### config.mk
export PLATFORM = sky130hd
export DESIGN_NAME = apb_bridge_sequencer
export DESIGN_NICKNAME = d
export VERILOG_FILES = /design/src/rtl/apb_bridge_pkg.sv /design/src/rtl/apb_addr_decoder.sv /design/src/rtl/apb_bridge_sequencer.sv
export SDC_FILE = /design/constraint.sdc
export NUM_CORES = 1
export LEC_CHECK = 0
export BUFFER_PORTS_ARGS = -buffer_cell sky130_fd_sc_hd__buf_2
export CORE_MARGIN = 4
export CORE_UTILIZATION = 45
export CTS_CLUSTER_SIZE = 8
export DETAILED_ROUTE_END_ITERATION = 7
export PLACE_DENSITY = 0.8
export SLEW_MARGIN = 20
export SYNTH_ARGS = -nofsm -noshare
export SYNTH_HDL_FRONTEND = slang
export SYNTH_SLANG_ARGS = --single-unit
### constraint.sdc
create_clock -name HCLK -period 3.4 [get_ports HCLK]
set_clock_uncertainty 0.05 [all_clocks]
set_input_delay 0 -clock HCLK [delete_from_list [all_inputs] [get_ports HCLK]]
set_output_delay 0 -clock HCLK [all_outputs]
set_load 0.01 [all_outputs]
### src/rtl/apb_bridge_pkg.sv
// rtl/apb_bridge_pkg.sv - shared states, index field position and peripheral map for the AHB-to-APB bridge
package apb_bridge_pkg;

    typedef enum logic [2:0] {
        IDLE,
        WDATA,
        SETUP,
        ACCESS,
        DONE,
        ERR1,
        ERR2
    } state_t;

    localparam int PSEL_IDX_LSB = 12;
    localparam int IDX_WIDTH    = 4;

    localparam logic [IDX_WIDTH-1:0] UART0     = 4'd0;
    localparam logic [IDX_WIDTH-1:0] TIMER     = 4'd1;
    localparam logic [IDX_WIDTH-1:0] WDOG      = 4'd2;
    localparam logic [IDX_WIDTH-1:0] DUALTIMER = 4'd3;
    localparam logic [IDX_WIDTH-1:0] UART1     = 4'd4;
    localparam logic [IDX_WIDTH-1:0] SPI       = 4'd5;

endpackage

### src/rtl/apb_addr_decoder.sv
// rtl/apb_addr_decoder.sv - peripheral index to one-hot PSEL plus unmapped flag
module apb_addr_decoder
    import apb_bridge_pkg::*;
#(
    parameter int NUM_SLAVES = 6
) (
    input  logic [IDX_WIDTH-1:0]  i_idx,
    output logic [NUM_SLAVES-1:0] o_psel,
    output logic                  o_unmapped
);

    always_comb begin
        o_psel = '0;
        for (int i = 0; i < NUM_SLAVES; i++) begin
            if (i_idx == IDX_WIDTH'(i)) begin
                o_psel[i] = 1'b1;
            end
        end
        o_unmapped = (int'(i_idx) >= NUM_SLAVES);
    end

endmodule

### src/rtl/apb_bridge_sequencer.sv
// rtl/apb_bridge_sequencer.sv - AHB-Lite slave to APB master bridge, one APB transfer in flight
module apb_bridge_sequencer
    import apb_bridge_pkg::*;
#(
    parameter int ADDR_WIDTH = 16,
    parameter int NUM_SLAVES = 6
) (
    input  logic                  HCLK,
    input  logic                  HRESET,
    input  logic                  HSEL,
    input  logic [ADDR_WIDTH-1:0] HADDR,
    input  logic [1:0]            HTRANS,
    input  logic                  HWRITE,
    input  logic                  HREADY,
    input  logic [31:0]           HWDATA,
    output logic                  HREADYOUT,
    output logic [31:0]           HRDATA,
    output logic                  HRESP,
    output logic [ADDR_WIDTH-1:0] PADDR,
    output logic [NUM_SLAVES-1:0] PSEL,
    output logic                  PENABLE,
    output logic                  PWRITE,
    output logic [31:0]           PWDATA,
    input  logic                  PREADY,
    input  logic [31:0]           PRDATA,
    input  logic                  PSLVERR
);

    state_t                  r_state;
    state_t                  w_next;
    logic [ADDR_WIDTH-1:2]   r_paddr;
    logic                    r_pwrite;
    logic [IDX_WIDTH-1:0]    r_idx;
    logic [31:0]             r_pwdata;
    logic [31:0]             r_hrdata;

    logic                    w_valid;
    logic                    w_accept;
    logic                    w_apb_active;
    logic                    w_unmapped;
    logic [NUM_SLAVES-1:0]   w_psel_dec;
    logic                    w_unused;

    assign w_valid  = HSEL & HREADY & HTRANS[1];
    assign w_unused = ^{HTRANS[0], HADDR[1:0]};

    apb_addr_decoder #(
        .NUM_SLAVES (NUM_SLAVES)
    ) u_addr_decoder (
        .i_idx      (r_idx),
        .o_psel     (w_psel_dec),
        .o_unmapped (w_unmapped)
    );

    // New transfers are only taken in states where HREADYOUT is high.
    always_comb begin
        w_next       = r_state;
        w_accept     = 1'b0;
        w_apb_active = 1'b0;
        HREADYOUT    = 1'b1;
        HRESP        = 1'b0;
        case (r_state)
            IDLE: begin
                if (w_valid) begin
                    w_accept = 1'b1;
                    w_next   = WDATA;
                end
            end
            WDATA: begin
                HREADYOUT = 1'b0;
                w_next    = w_unmapped ? ERR1 : SETUP;
            end
            SETUP: begin
                HREADYOUT    = 1'b0;
                w_apb_active = 1'b1;
                w_next       = ACCESS;
            end
            ACCESS: begin
                HREADYOUT    = 1'b0;
                w_apb_active = 1'b1;
                if (PREADY) begin
                    w_next = PSLVERR ? ERR1 : DONE;
                end
            end
            DONE: begin
                w_accept = w_valid;
                w_next   = w_valid ? WDATA : IDLE;
            end
            ERR1: begin
                HREADYOUT = 1'b0;
                HRESP     = 1'b1;
                w_next    = ERR2;
            end
            ERR2: begin
                HRESP    = 1'b1;
                w_accept = w_valid;
                w_next   = w_valid ? WDATA : IDLE;
            end
            default: begin
                w_next = IDLE;
            end
        endcase
    end

    always_ff @(posedge HCLK or posedge HRESET) begin
        if (HRESET) begin
            r_state  <= IDLE;
            r_paddr  <= '0;
            r_pwrite <= 1'b0;
            r_idx    <= '0;
            r_pwdata <= '0;
            r_hrdata <= '0;
        end else begin
            r_state <= w_next;
            if (w_accept) begin
                r_paddr  <= HADDR[ADDR_WIDTH-1:2];
                r_pwrite <= HWRITE;
                r_idx    <= HADDR[PSEL_IDX_LSB +: IDX_WIDTH];
            end
            if (r_state == WDATA && r_pwrite) begin
                r_pwdata <= HWDATA;
            end
            if (r_state == ACCESS && PREADY && !r_pwrite) begin
                r_hrdata <= PRDATA;
            end
        end
    end

    assign PADDR   = {r_paddr, 2'b00};
    assign PSEL    = w_apb_active ? w_psel_dec : '0;
    assign PENABLE = (r_state == ACCESS);
    assign PWRITE  = r_pwrite;
    assign PWDATA  = r_pwdata;
    assign HRDATA  = r_hrdata;

endmodule
## Yosys cells after proc, flatten, opt, wreduce, memory -nomap -nowiden

Index checks and enable logic that the tools add are counted.

| word-level totals | value |
|---|---|
| bits in writable memories | 0 |
| word-level logic and storage cells | 51 |
| bits in latches | 0 |
| ROM bits | 0 |
| input port bits | 89 |
| flip-flop bits (word level) | 86 |
| memories kept | 0 |

| cells by class | value |
|---|---|
| $add $sub $neg | 0 |
| bitwise operators | 2 |
| shifts and indexed selects | 0 |
| reductions and logical operators | 11 |
| equal/unequal tests | 13 |
| multiplexer cells | 18 |
| multipliers | 0 |
| $lt $le $gt $ge | 1 |
| div/mod/pow operators | 0 |

Operator list:

| operator | number |
|---|---|
| $pmux W3 S6 | 1 |
| $mux W1 | 12 |
| $eq A3 B3 Y1 const B | 3 |
| $mux W3 | 3 |
| $eq A4 B2 Y1 const B | 2 |
| $eq A4 B3 Y1 const B | 2 |
| $eq A3 B2 Y1 const B | 2 |
| $mux W6 | 1 |
| $reduce_or A2 Y1 | 3 |
| $eq A4 B1 Y1 const B | 1 |
| $ge A4 B3 Y1 const B | 1 |
| $logic_not A4 Y1 | 1 |
| $reduce_or A4 Y1 | 1 |
| $eq A3 B1 Y1 const B | 1 |
| $logic_and A1 B1 Y1 | 3 |
| $logic_not A3 Y1 | 1 |
| $and A1 B1 Y1 | 2 |
| $ne A2 B1 Y1 const B | 1 |
| $ne A2 B2 Y1 const B | 1 |
| $pmux W1 S2 | 1 |
| $reduce_and A2 Y1 | 1 |
| $logic_not A1 Y1 | 1 |

## Longest topological paths before layout

| depth | value |
|---|---|
| word-level depth | 4 |
| depth in mapped cells | 6 |

## Cells and area by module

A second synthesis with hierarchy kept.

| unflattened totals | value |
|---|---|
| cell total of the unflattened synthesis | 209 |
| area, all modules | 3,288.2 um2 |

Modules (own cells, without submodules):

| module | area an instance (um2) | sequential area each (um2) | times used | cells an instance |
|---|---|---|---|---|
| apb_bridge_sequencer | 3,221.8 | 2,052.0 | 1 | 202 |
| apb_addr_decoder | 66.3 | 0.0 | 1 | 7 |

## Worst setup path before layout

No wires, ideal clock.

| timing | value |
|---|---|
| kind | reg-to-reg |
| start point | register r_state[0] |
| end point | register r_paddr[10] in the netlist's numbering |
| period minus slack after synthesis | 1.631 ns |
| data required time | 3.225 ns |
| path buffers | 2 |
| arrival | 1.457 ns |
| path slack | 1.769 ns |
| cell stages (with the launch flop) | 6 |
| path through | dfrtp_1 buf_6 nand4b_1 a21oi_2 buf_4 mux2_2 |

| between the ends | value |
|---|---|
| longest elaborated chain between the ends | 3 |
| elaborated cells on any way between the ends | 5 |
| classes of those cells | eq/ne: 2; mux: 1; reduce/logical: 2 |

RTL lines:

| what | line | RTL |
|---|---|---|
| start: declaration | apb_bridge_sequencer.sv:29 | `state_t r_state;` |
| start signal: assignment | apb_bridge_sequencer.sv:114 | `r_state <= w_next;` |
| $eq A3 B3 Y1 | apb_bridge_sequencer.sv:62 | `case (r_state)` |
| $reduce_or A2 Y1 (no source line) | - |  |
| $pmux W1 S2 (*) | apb_bridge_sequencer.sv:62 |  |
| end signal: assignment | apb_bridge_sequencer.sv:116 | `r_paddr <= HADDR[ADDR_WIDTH-1:2];` |
| end: declaration | apb_bridge_sequencer.sv:31 | `logic [ADDR_WIDTH-1:2] r_paddr;` |

Mark *: on every way between the ends. The rest lies on a longest branch, timed or not.
A chain may end at the register's enable or synchronous reset.

## Worst setup path after layout

| timing | value |
|---|---|
| start point | register r_state[1] |
| end point | register r_hrdata[13] (netlist: HRDATA[13]) |

| between the ends | value |
|---|---|
| longest elaborated chain between the ends | 3 |

RTL lines:

| what | line | RTL |
|---|---|---|
| $eq A3 B2 Y1 | apb_bridge_sequencer.sv:123 | `if (r_state == ACCESS && PREADY && !r_pwrite) begin` |
| $logic_and A1 B1 Y1 (2 in series) | apb_bridge_sequencer.sv:123 |  |
| end signal: assignment | apb_bridge_sequencer.sv:112 | `r_hrdata <= '0;` |
| end signal: assignment | apb_bridge_sequencer.sv:124 | `r_hrdata <= PRDATA;` |
| end: declaration | apb_bridge_sequencer.sv:35 | `logic [31:0] r_hrdata;` |

Every way passes these cells.

==> impl_metrics.env <==
export IMPL_drv_slew=0
export IMPL_numCtsBuffers=9
export IMPL_routed_wl_um=9823
export IMPL_dieArea_um2=8997
export IMPL_power_mw=4.480
export IMPL_antenna_left=0
export IMPL_cpPeakStageDelay_ns=0.55
export IMPL_port_buffers=173
export IMPL_wl_per_cell_um=17.14
export IMPL_grt_overflow=0
export IMPL_final_cells=573
export IMPL_drive_gt1_share_pct=56.87
export IMPL_netlist_top_cells_area="dfrtp_1 60%, mux2_2 14%, mux2_4 13%, mux2_1 2.3%, buf_12 1.8%"
export IMPL_drcViolationCount=0
export IMPL_num_vias=2749
export IMPL_antenna_found_initial=1
export IMPL_outcome="finished, final reports clean"
export IMPL_die_w_um=94.85
export IMPL_worstSkewPairLatency_ns=0.34
export IMPL_die_h_um=94.85
export IMPL_ir_drop_mv=0.4620
export IMPL_cts_buffer_depth=2
export IMPL_yosysSeqAreaShare_pct=60.45
export IMPL_period_needed_ns=2.253
export IMPL_area_growth_pct=57.72
export IMPL_placedCellCount=473
export IMPL_start_kind="register"
export IMPL_switchingPower_mw=1.482
export IMPL_cp_arrival_ns=2.42
export IMPL_start_util_pct=46.55
export IMPL_cts_resized=0
export IMPL_tns_ns=0
export IMPL_setup_violations=0
export IMPL_yosysTopAreaCell="dfrtp_1"
export IMPL_cts_tree="built"
export IMPL_yosys_warnings=0
export IMPL_n_fill_cell=472
export IMPL_synthCells=210
export IMPL_num_io_pins=179
export IMPL_max_freq_ghz=0.4439
export IMPL_dp_hpwl_um=5816
export IMPL_combPwrFrac_pct=41.0
export IMPL_row_count=31
export IMPL_clockPowerShare_pct=19.1
export IMPL_root_buffer="clkbuf_8"
export IMPL_rsz0062_at_grt="false"
export IMPL_synth_area_um2=3395
export IMPL_grt_pass1_wl_um=15390
export IMPL_crit_fanout=18
export IMPL_netSwitchingFraction_pct=33.09
export IMPL_cts_sinks=82
export IMPL_crit_chain="and3b_1 -> and3b_2 -> buf_4 -> mux2_4"
export IMPL_path_class="register to register"
export IMPL_cts_max_level=3
export IMPL_cp_top_family="simple AND/OR/NAND/NOR gates"
export IMPL_crit_slowest_cell="dfrtp_1"
export IMPL_final_nets=557
export IMPL_crit_path_end_kind="register"
export IMPL_first_pass_iters=4
export IMPL_cts_clk_slew_worst_paths_ns=0.08
export IMPL_fin_ws_ns=1.147
export IMPL_grt_pass1_vias=3046
export IMPL_worstPathRequired_ns=3.57
export IMPL_p_int_mw=2.998
export IMPL_finish_instance_area_um2=5354
export IMPL_vias_per_cell=4.798
export IMPL_period_share_pct=66.26
export IMPL_core_area_um2=7292
export IMPL_hold_slack_ns=0.2604
export IMPL_final_cell_mix="173 x buf_2, 83 x dlygate4sd3_1, 82 x dfrtp_1"
export IMPL_leakage_nw=2.655
export IMPL_gr_usage_all_layers_pct=22.57
export IMPL_hold_path_class="input port to register"
export IMPL_timing_critical_path_buf_inv=1
export IMPL_syn_avg_cell_area_um2=16.16
export IMPL_p_per_area_nw_per_um2=836.8
export IMPL_drv_cap=0
export IMPL_finalHoldViolations=0
export IMPL_final_common_cell="buf_2"
export IMPL_synth_cell_type_count=28
export IMPL_drtIter0Drc=60
export IMPL_gp_congestion=0.6953
export IMPL_tightest_slew_ns=0.9426
export IMPL_synth_seq_cells=82
export IMPL_dpl_cell_area_um2=4277
export IMPL_sequentialPowerShare_pct=40.0
export IMPL_final_util_pct=73.42
export IMPL_relSlewSlack_pct=37.09
export IMPL_grt_start_max_net_pins=58
export IMPL_synth_top_area_share_pct=60.45
export IMPL_dpl_worst_slack_ns=1.169
-- area by class of cell --
type	count	area (µm²)	share of cell area, %
inverter	3	12.51	0.2337
sequential	82	2052	38.33
clock inverter	4	98.84	1.846
tap	99	123.9	2.314
timing repair buffer	259	1719	32.11
multi-input combinational	113	1200	22.41
antenna	1	2.502	0.04674
clock buffer	12	145.1	2.711
-- path summary, 6_finish.rpt --
check,startpoint,to,slack [ns],depth (start not counted)
max,r_state[1],HRDATA[13],1.15,4
max in group asynchronous,HRESET,PWDATA[21],2.03,4
min,HREADY,r_paddr[11],0.26,4
min reg2reg,PWDATA[11],PWDATA[11],0.45,1
min in group asynchronous,HRESET,HRDATA[11],0.38,3
max reg2reg,r_state[1],HRDATA[13],1.15,4
-- timing repair --
action | in CTS | in global routing
hold buffers | 83 | 0
hold endpoints to repair | 137 | 0
buffers inserted | 0 | 0
-- metal layers --
layer	wire, µm	part of all wire (%)	global-route usage [%]	up-vias
li1	-	-	-	1247
met3	941	9.6	7.251	20
met4	238	2.4	9.375	0
met5	0	0	0	-
met1	3648	37	25.58	1337
met2	4995	51	39.11	145
-- cell families after synthesis --
kind of cell	synth area share (%)
multiplexers	29.52
other	0.1105
buffers and inverters	4.349
XOR/XNOR	0.2581
AO/OA/AOI/OAI	1.548
AND/OR/NAND/NOR	3.760
flip-flops	60.45
-- power by group through the flow --
stage	registers [mW]	clock network [mW]	logic (mW)
after detailed placement	1.77	0	1.73
final	1.79	0.854	1.84
after global routing	1.84	0.914	1.97
after CTS	1.76	0.870	1.82
after global placement	1.74	0	1.68
after floorplan	1.96	0	0.866
-- sequential cells by signal, indices dropped and copies added (netlist names) --
register / flops
HRDATA: 32
PWRITE: 1
r_paddr: 14
r_state: 3
PWDATA: 32
-- worst register-to-register path, delay by kind of cell (launching register included) --
kind	cells	cell delay (ns)
buffers and inverters	1	0.40
flip-flops	1	0.55
multiplexers	1	0.35
AND/OR/NAND/NOR	2	0.78
-- synth_stat cells, drive strengths merged --
library cell and n:
and3b 2, o21ai 5, nor2 7, nand2b 2, and4 1, a21oi 2
conb 1, or4b 2, and2b 1, nand2 4, nand4b 1, inv 3
nor3 1, clkbuf 1, buf 12, o211ai 1, xnor2 1, dfrtp 82
a31oi 1, nand3 1, mux2 79
Note: power is estimated with default switching activity, not from simulation.
